$ cat src/rtl/dnn_pkg.sv
// Shared types and constants for the dot-product accelerator.
package dnn_pkg;

    typedef enum logic [2:0] {
        ST_IDLE,
        ST_RD_W,
        ST_WT_W,
        ST_RD_A,
        ST_WT_A,
        ST_MAC,
        ST_WR,
        ST_DONE
    } dot_state_t;

    localparam logic [3:0] REG_START = 4'd0;
    localparam logic [3:0] REG_WPTR  = 4'd1;
    localparam logic [3:0] REG_APTR  = 4'd2;
    localparam logic [3:0] REG_LEN   = 4'd3;
    localparam logic [3:0] REG_BIAS  = 4'd4;
    localparam logic [3:0] REG_OPTR  = 4'd5;
    localparam logic [3:0] REG_RELU  = 4'd6;

    localparam int unsigned FRAC_BITS = 16;

    // Clamp negative Q16.16 values to zero when ReLU is enabled.
    function automatic logic [31:0] apply_relu(input logic [31:0] v, input logic en);
        return (en && v[31]) ? '0 : v;
    endfunction

    // Pointers are always word aligned.
    function automatic logic [31:0] word_align(input logic [31:0] v);
        return {v[31:2], 2'b00};
    endfunction

endpackage

$ cat src/rtl/fx_mac.sv
// Signed Q16.16 multiply with mid-word extraction and wrapping accumulate.
module fx_mac
    import dnn_pkg::*;
(
    input  logic [31:0] w,
    input  logic [31:0] a,
    input  logic [31:0] acc_in,
    output logic [31:0] acc_out
);

    logic signed [63:0] w_ext;
    logic signed [63:0] a_ext;
    logic signed [63:0] product;
    logic               unused_product_bits;

    // Full 64-bit signed product; keep bits [47:16] and add to the accumulator mod 2^32.
    always_comb begin
        w_ext               = {{32{w[31]}}, w};
        a_ext               = {{32{a[31]}}, a};
        product             = w_ext * a_ext;
        acc_out             = acc_in + product[FRAC_BITS+31:FRAC_BITS];
        unused_product_bits = ^{product[63:FRAC_BITS+32], product[FRAC_BITS-1:0]};
    end

endmodule

$ cat src/rtl/dot_accel.sv
// Avalon-MM dot-product accelerator: register file, sequencing FSM and SDRAM master.
module dot_accel
    import dnn_pkg::*;
#(
    parameter int unsigned ADDR_W = 32
) (
    input  logic              clk,
    input  logic              reset,
    input  logic [3:0]        slave_address,
    input  logic              slave_read,
    input  logic              slave_write,
    input  logic [31:0]       slave_writedata,
    output logic [31:0]       slave_readdata,
    output logic              slave_waitrequest,
    output logic [ADDR_W-1:0] master_address,
    output logic              master_read,
    output logic              master_write,
    output logic [31:0]       master_writedata,
    input  logic              master_waitrequest,
    input  logic [31:0]       master_readdata,
    input  logic              master_readdatavalid
);

    dot_state_t state_q, state_d;

    logic [31:0] wptr_q, wptr_d;
    logic [31:0] aptr_q, aptr_d;
    logic [31:0] len_q, len_d;
    logic [31:0] bias_q, bias_d;
    logic [31:0] optr_q, optr_d;
    logic        relu_q, relu_d;
    logic [31:0] result_q, result_d;
    logic [31:0] acc_q, acc_d;
    logic [31:0] idx_q, idx_d;
    logic [31:0] wval_q, wval_d;
    logic [31:0] aval_q, aval_d;

    logic [ADDR_W-1:0] maddr_q, maddr_d;
    logic              mrd_q, mrd_d;
    logic              mwr_q, mwr_d;
    logic [31:0]       mwdata_q, mwdata_d;

    logic        start;
    logic [31:0] mac_sum;

    fx_mac u_mac (
        .w       (wval_q),
        .a       (aval_q),
        .acc_in  (acc_q),
        .acc_out (mac_sum)
    );

    // Register file writes; the CPU is stalled outside IDLE so writes only land there.
    always_comb begin
        wptr_d   = wptr_q;
        aptr_d   = aptr_q;
        len_d    = len_q;
        bias_d   = bias_q;
        optr_d   = optr_q;
        relu_d   = relu_q;
        result_d = result_q;
        start    = 1'b0;
        if (state_q == ST_IDLE && slave_write) begin
            case (slave_address)
                REG_START: start  = 1'b1;
                REG_WPTR:  wptr_d = word_align(slave_writedata);
                REG_APTR:  aptr_d = word_align(slave_writedata);
                REG_LEN:   len_d  = slave_writedata;
                REG_BIAS:  bias_d = slave_writedata;
                REG_OPTR:  optr_d = word_align(slave_writedata);
                REG_RELU:  relu_d = slave_writedata[0];
                default:   ;
            endcase
        end
        if (state_q == ST_DONE) begin
            result_d = mwdata_q;
        end
    end

    // Operand capture, accumulation and element index.
    always_comb begin
        wval_d = wval_q;
        aval_d = aval_q;
        acc_d  = acc_q;
        idx_d  = idx_q;
        case (state_q)
            ST_WT_W: if (master_readdatavalid) wval_d = master_readdata;
            ST_WT_A: if (master_readdatavalid) aval_d = master_readdata;
            ST_MAC: begin
                acc_d = mac_sum;
                idx_d = idx_q + 32'd1;
            end
            ST_DONE: begin
                acc_d = '0;
                idx_d = '0;
            end
            default: ;
        endcase
    end

    // Next-state logic.
    always_comb begin
        state_d = state_q;
        case (state_q)
            ST_IDLE: if (start) state_d = (len_q == '0) ? ST_WR : ST_RD_W;
            ST_RD_W: if (!master_waitrequest) state_d = ST_WT_W;
            ST_WT_W: if (master_readdatavalid) state_d = ST_RD_A;
            ST_RD_A: if (!master_waitrequest) state_d = ST_WT_A;
            ST_WT_A: if (master_readdatavalid) state_d = ST_MAC;
            ST_MAC:  state_d = ((idx_q + 32'd1) < len_q) ? ST_RD_W : ST_WR;
            ST_WR:   if (!master_waitrequest) state_d = ST_DONE;
            ST_DONE: state_d = ST_IDLE;
            default: state_d = ST_IDLE;
        endcase
    end

    // Master outputs decoded from the next state so they come straight from flops
    // and hold steady while the SDRAM stalls.
    always_comb begin
        mrd_d    = 1'b0;
        mwr_d    = 1'b0;
        maddr_d  = maddr_q;
        mwdata_d = mwdata_q;
        case (state_d)
            ST_RD_W: begin
                mrd_d   = 1'b1;
                maddr_d = ADDR_W'(wptr_q + {idx_d[29:0], 2'b00});
            end
            ST_RD_A: begin
                mrd_d   = 1'b1;
                maddr_d = ADDR_W'(aptr_q + {idx_d[29:0], 2'b00});
            end
            ST_WR: begin
                mwr_d    = 1'b1;
                maddr_d  = ADDR_W'(optr_q);
                mwdata_d = apply_relu(acc_d + bias_q, relu_q);
            end
            default: ;
        endcase
    end

    // Slave side: stall any access while busy, combinational read mux.
    always_comb begin
        slave_waitrequest = (state_q != ST_IDLE) && (slave_read || slave_write);
        case (slave_address)
            REG_START: slave_readdata = result_q;
            REG_WPTR:  slave_readdata = wptr_q;
            REG_APTR:  slave_readdata = aptr_q;
            REG_LEN:   slave_readdata = len_q;
            REG_BIAS:  slave_readdata = bias_q;
            REG_OPTR:  slave_readdata = optr_q;
            REG_RELU:  slave_readdata = {31'b0, relu_q};
            default:   slave_readdata = '0;
        endcase
    end

    assign master_address   = maddr_q;
    assign master_read      = mrd_q;
    assign master_write     = mwr_q;
    assign master_writedata = mwdata_q;

    // FSM state register.
    always_ff @(posedge clk) begin
        if (reset) begin
            state_q <= ST_IDLE;
        end else begin
            state_q <= state_d;
        end
    end

    // Datapath, register file and master output registers.
    always_ff @(posedge clk) begin
        if (reset) begin
            wptr_q   <= '0;
            aptr_q   <= '0;
            len_q    <= '0;
            bias_q   <= '0;
            optr_q   <= '0;
            relu_q   <= 1'b0;
            result_q <= '0;
            acc_q    <= '0;
            idx_q    <= '0;
            wval_q   <= '0;
            aval_q   <= '0;
            maddr_q  <= '0;
            mrd_q    <= 1'b0;
            mwr_q    <= 1'b0;
            mwdata_q <= '0;
        end else begin
            wptr_q   <= wptr_d;
            aptr_q   <= aptr_d;
            len_q    <= len_d;
            bias_q   <= bias_d;
            optr_q   <= optr_d;
            relu_q   <= relu_d;
            result_q <= result_d;
            acc_q    <= acc_d;
            idx_q    <= idx_d;
            wval_q   <= wval_d;
            aval_q   <= aval_d;
            maddr_q  <= maddr_d;
            mrd_q    <= mrd_d;
            mwr_q    <= mwr_d;
            mwdata_q <= mwdata_d;
        end
    end

endmodule

$ cat config.mk
export PLATFORM = sky130hd
export DESIGN_NAME = dot_accel
export DESIGN_NICKNAME = d
export VERILOG_FILES = /design/src/rtl/dnn_pkg.sv /design/src/rtl/fx_mac.sv /design/src/rtl/dot_accel.sv
export SDC_FILE = /design/constraint.sdc
export NUM_CORES = 2
export LEC_CHECK = 0
export ABC_AREA = 0
export BUFFER_PORTS_ARGS = -buffer_cell sky130_fd_sc_hd__buf_2
export CAP_MARGIN = 25
export CORE_UTILIZATION = 30
export CTS_BUF_LIST = sky130_fd_sc_hd__clkbuf_16
export DETAILED_ROUTE_END_ITERATION = 8
export PLACE_DENSITY = 0.41
export SETUP_SLACK_MARGIN = 0.1
export SYNTH_ARGS = -nofsm -noshare
export SYNTH_HDL_FRONTEND = slang
export SYNTH_HIERARCHICAL = 1
export SYNTH_SLANG_ARGS = --single-unit
export TNS_END_PERCENT = 30
$ cat constraint.sdc
create_clock -name clk -period 29.2 [get_ports clk]
set_input_delay 5.84 -clock clk [delete_from_list [all_inputs] [get_ports clk]]
set_output_delay 5.84 -clock clk [all_outputs]
set_load 0.1 [all_outputs]
==> impl_metrics.ini <==
[yosys]
yosysMostFrequentCell = nand2_1
synth_area_mm2 = 0.0499
ys.flop_type = dfxtp_1
synth-async-reset-ratio = 0
ys_top_cells_by_count = nand2_1, inv_1, fa_1, and2_1, dfxtp_1
ys_seq_area_frac = 0.153
yosys.area.top_type_share = 0.337
syn_area_per_cell_um2 = 8.57
synth_edf_count = 0
syn-instance-count = 5823
synth_cell_types = 91
synth_area_leaders = fa_1, dfxtp_1, nand2_1, ha_1, inv_1
synth_seq_cells = 382
yosysWarningCount = 6
synth_top_area_cell = fa_1

[worst_setup_path]
cpMostUsedCell = buf_2
crit_chain = buf_2 -> nand2_1 -> nor3_2 -> buf_4 -> a22oi_1 -> nand3_1 -> buf_2
worst_setup_path_start_kind = input port
critPathBufInv = 3
crit_family = simple AND/OR/NAND/NOR gates
cp-end-kind = output port
required_ps = 23360
critPathKind = in2out
critPathMaxStageDelay_ps = 760
cp_max_fo = 14
critPathSlowestCell = nor3_2
crit_arrival_ps = 8030

[finish]
drive_above_1_share = 0.0753
nets = 6999
design_area_mm2 = 0.0546
syn_to_final_growth_pct = 9.39

[power_and_ir_drop]
power.internal_w = 0.00108
pwr-share-seq = 0.312
switchingPower_w = 0.000806
leakage_nw = 25.5
netSwitchingFraction = 0.428
pwr_density_cell_mw_per_mm2 = 34.5
p_comb_frac = 0.346
vdd_drop_max_mv = 0.0593
clkPwrFrac = 0.342

[routing]
firstDrtPassIters = 7
post-route-drc-count = 4
postRouteAntennaNets = 0
viasPerCell = 4.90
post_drt_wl_per_cell_um = 22.9
drt_iter0_markers = 2430
dr_total_vias = 39300
routed_wirelength_mm = 184

[outcome]
outcome = finished, violations left
violations = design-rule violations

[cts]
cts_hold_buf = 0
cts_tree = built
clkSinkCount = 382
clkLatencyLatePin_ps = 680
cts_setup_buffers = 0
path_clk_slew_ps = 60
root_buffer = clkbuf_16
cts_buffers = 48
htree_levels = 2
clk_path_buf_depth = 3
postCtsResizedCells = 0

[sta]
finalSetupViolCount = 0
slew_viol_final = 0
relSlewSlack = 0.298
final.setup_skew_ps = 67.5
fmax_mhz = 72.1
final.min_clock_period_ps = 13870
tns_ps = 0
hold_violations = 0
post-route-period-util = 0.475
rsz0062_at_grt = false
worstMarginPinSlew_ps = 1050

[floorplanning]
fp-row-count = 149
io-pin-count = 173
die_y_um = 410
die_area_mm2 = 0.168
initial_core_util = 0.302
fp.coreArea_mm2 = 0.165
die_x_um = 410

[place]
post_dp_cell_area_mm2 = 0.0529
place.gp.congestion = 0.885
io_buffers = 170
dp_hpwl_mm = 140

[job]
cap_violations = 0

[global_routing]
globalRouteOverflowTotal = 0
grt_max_degree = 89
grt_use_total = 0.220
grt_pass1_wl_mm = 276
grt_pass1_vias = 41300
antenna_found_initial = 9

[worst_hold_path]
hold_class = reg2reg
cell families after synthesis:
family | after synthesis | share of synthesized area
and+or+nand+nor | 2004 | 0.193
buffers and inverters | 1208 | 0.0917
adders and majority gates | 1131 | 0.410
AOI/OAI and AO/OA | 874 | 0.111
DFF | 382 | 0.153
xor gates and xnor gates | 176 | 0.0309
muxes | 47 | 0.0102
other | 1 | 0.0000752
path summary, 6_finish.rpt:
check,startpoint,to,slack (ps),depth (start not counted)
max reg2reg,aval_q[11],master_writedata[6],16080,44
min,master_address[6],master_address[6],450,2
min reg2reg,master_address[6],master_address[6],450,2
max,slave_address[0],slave_readdata[20],15330,7
power groups by stage:
stage	clock [W]	combinational [W]	sequential (W)
finish	0.000644	0.000652	0.000588
global route	0.000675	0.000705	0.000591
CTS	0.000660	0.000655	0.000587
detailed placement	0	0.000653	0.000599
global placement	0	0.000648	0.000600
floorplan	0	0.000385	0.000593
sequential cells by signal (all words and copies together) (netlist names), 32 cells and up:
register / count
acc_q: 32
aval_q: 32
bias_q: 32
idx_q: 32
len_q: 32
master_writedata: 32
result_q: 32
wval_q: 32
placed cells by master (no fill, tap or decap), types with 15 or more instances in the layout:
master	count
clkinv_2	15
and2_1	505
nand2b_1	59
nor2_1	91
xnor2_1	116
nor2b_1	79
xor2_1	60
o21ai_0	116
mux2i_1	17
nand3_1	58
ha_1	290
mux2_2	30
a21o_1	70
nand2_1	1061
clkbuf_16	49
buf_2	169
buf_4	88
nor3_1	23
nand4_1	25
a22o_1	28
inv_1	871
a21oi_1	379
a22oi_1	122
o21a_1	18
fa_1	841
dfxtp_1	369
a211oi_1	22
and3_1	21
cell type report:
| cell class | instances | area (um^2) |
|---|---|---|
| multi-input combinational | 4234 | 37700 |
| timing repair buffer | 260 | 1560 |
| sequential | 382 | 7660 |
| inverter | 868 | 3260 |
| clock buffer | 48 | 1200 |
| fill | 17400 | 110000 |
| clock inverter | 40 | 400 |
| tap | 2189 | 2740 |
| antenna | 6 | 15.0 |
tightest hold or removal path, delay by kind of cell (launching register included):
| kind | cells | cell delay, ps |
|---|---|---|
| flip-flops | 1 | 310 |
| AND/OR/NAND/NOR | 1 | 50 |
| AO/OA/AOI/OAI | 1 | 50 |
per-stage QoR:
step / hold WS [ps] / std cells / power, W / util / worst slack [ps]
after floorplan: 433 / 5824 / 0.000978 / - / 15650
after global placement: 443 / 7930 / 0.00125 / 0.321 / 15360
after detailed placement: 447 / 7932 / 0.00125 / 0.321 / 15360
after CTS: 457 / 8020 / 0.00190 / 0.331 / 15340
after global routing: 475 / 8021 / 0.00197 / 0.331 / 15140
final: 455 / 8027 / 0.00188 / 0.331 / 15330
routing by layer:
metal  GRT usage  part of all wire
met1       0.299              0.45
met2       0.371              0.48
met3      0.0225             0.042
met4      0.0541             0.026
met5           0          0.000065
No activity file was read; power rests on OpenSTA's default activity.
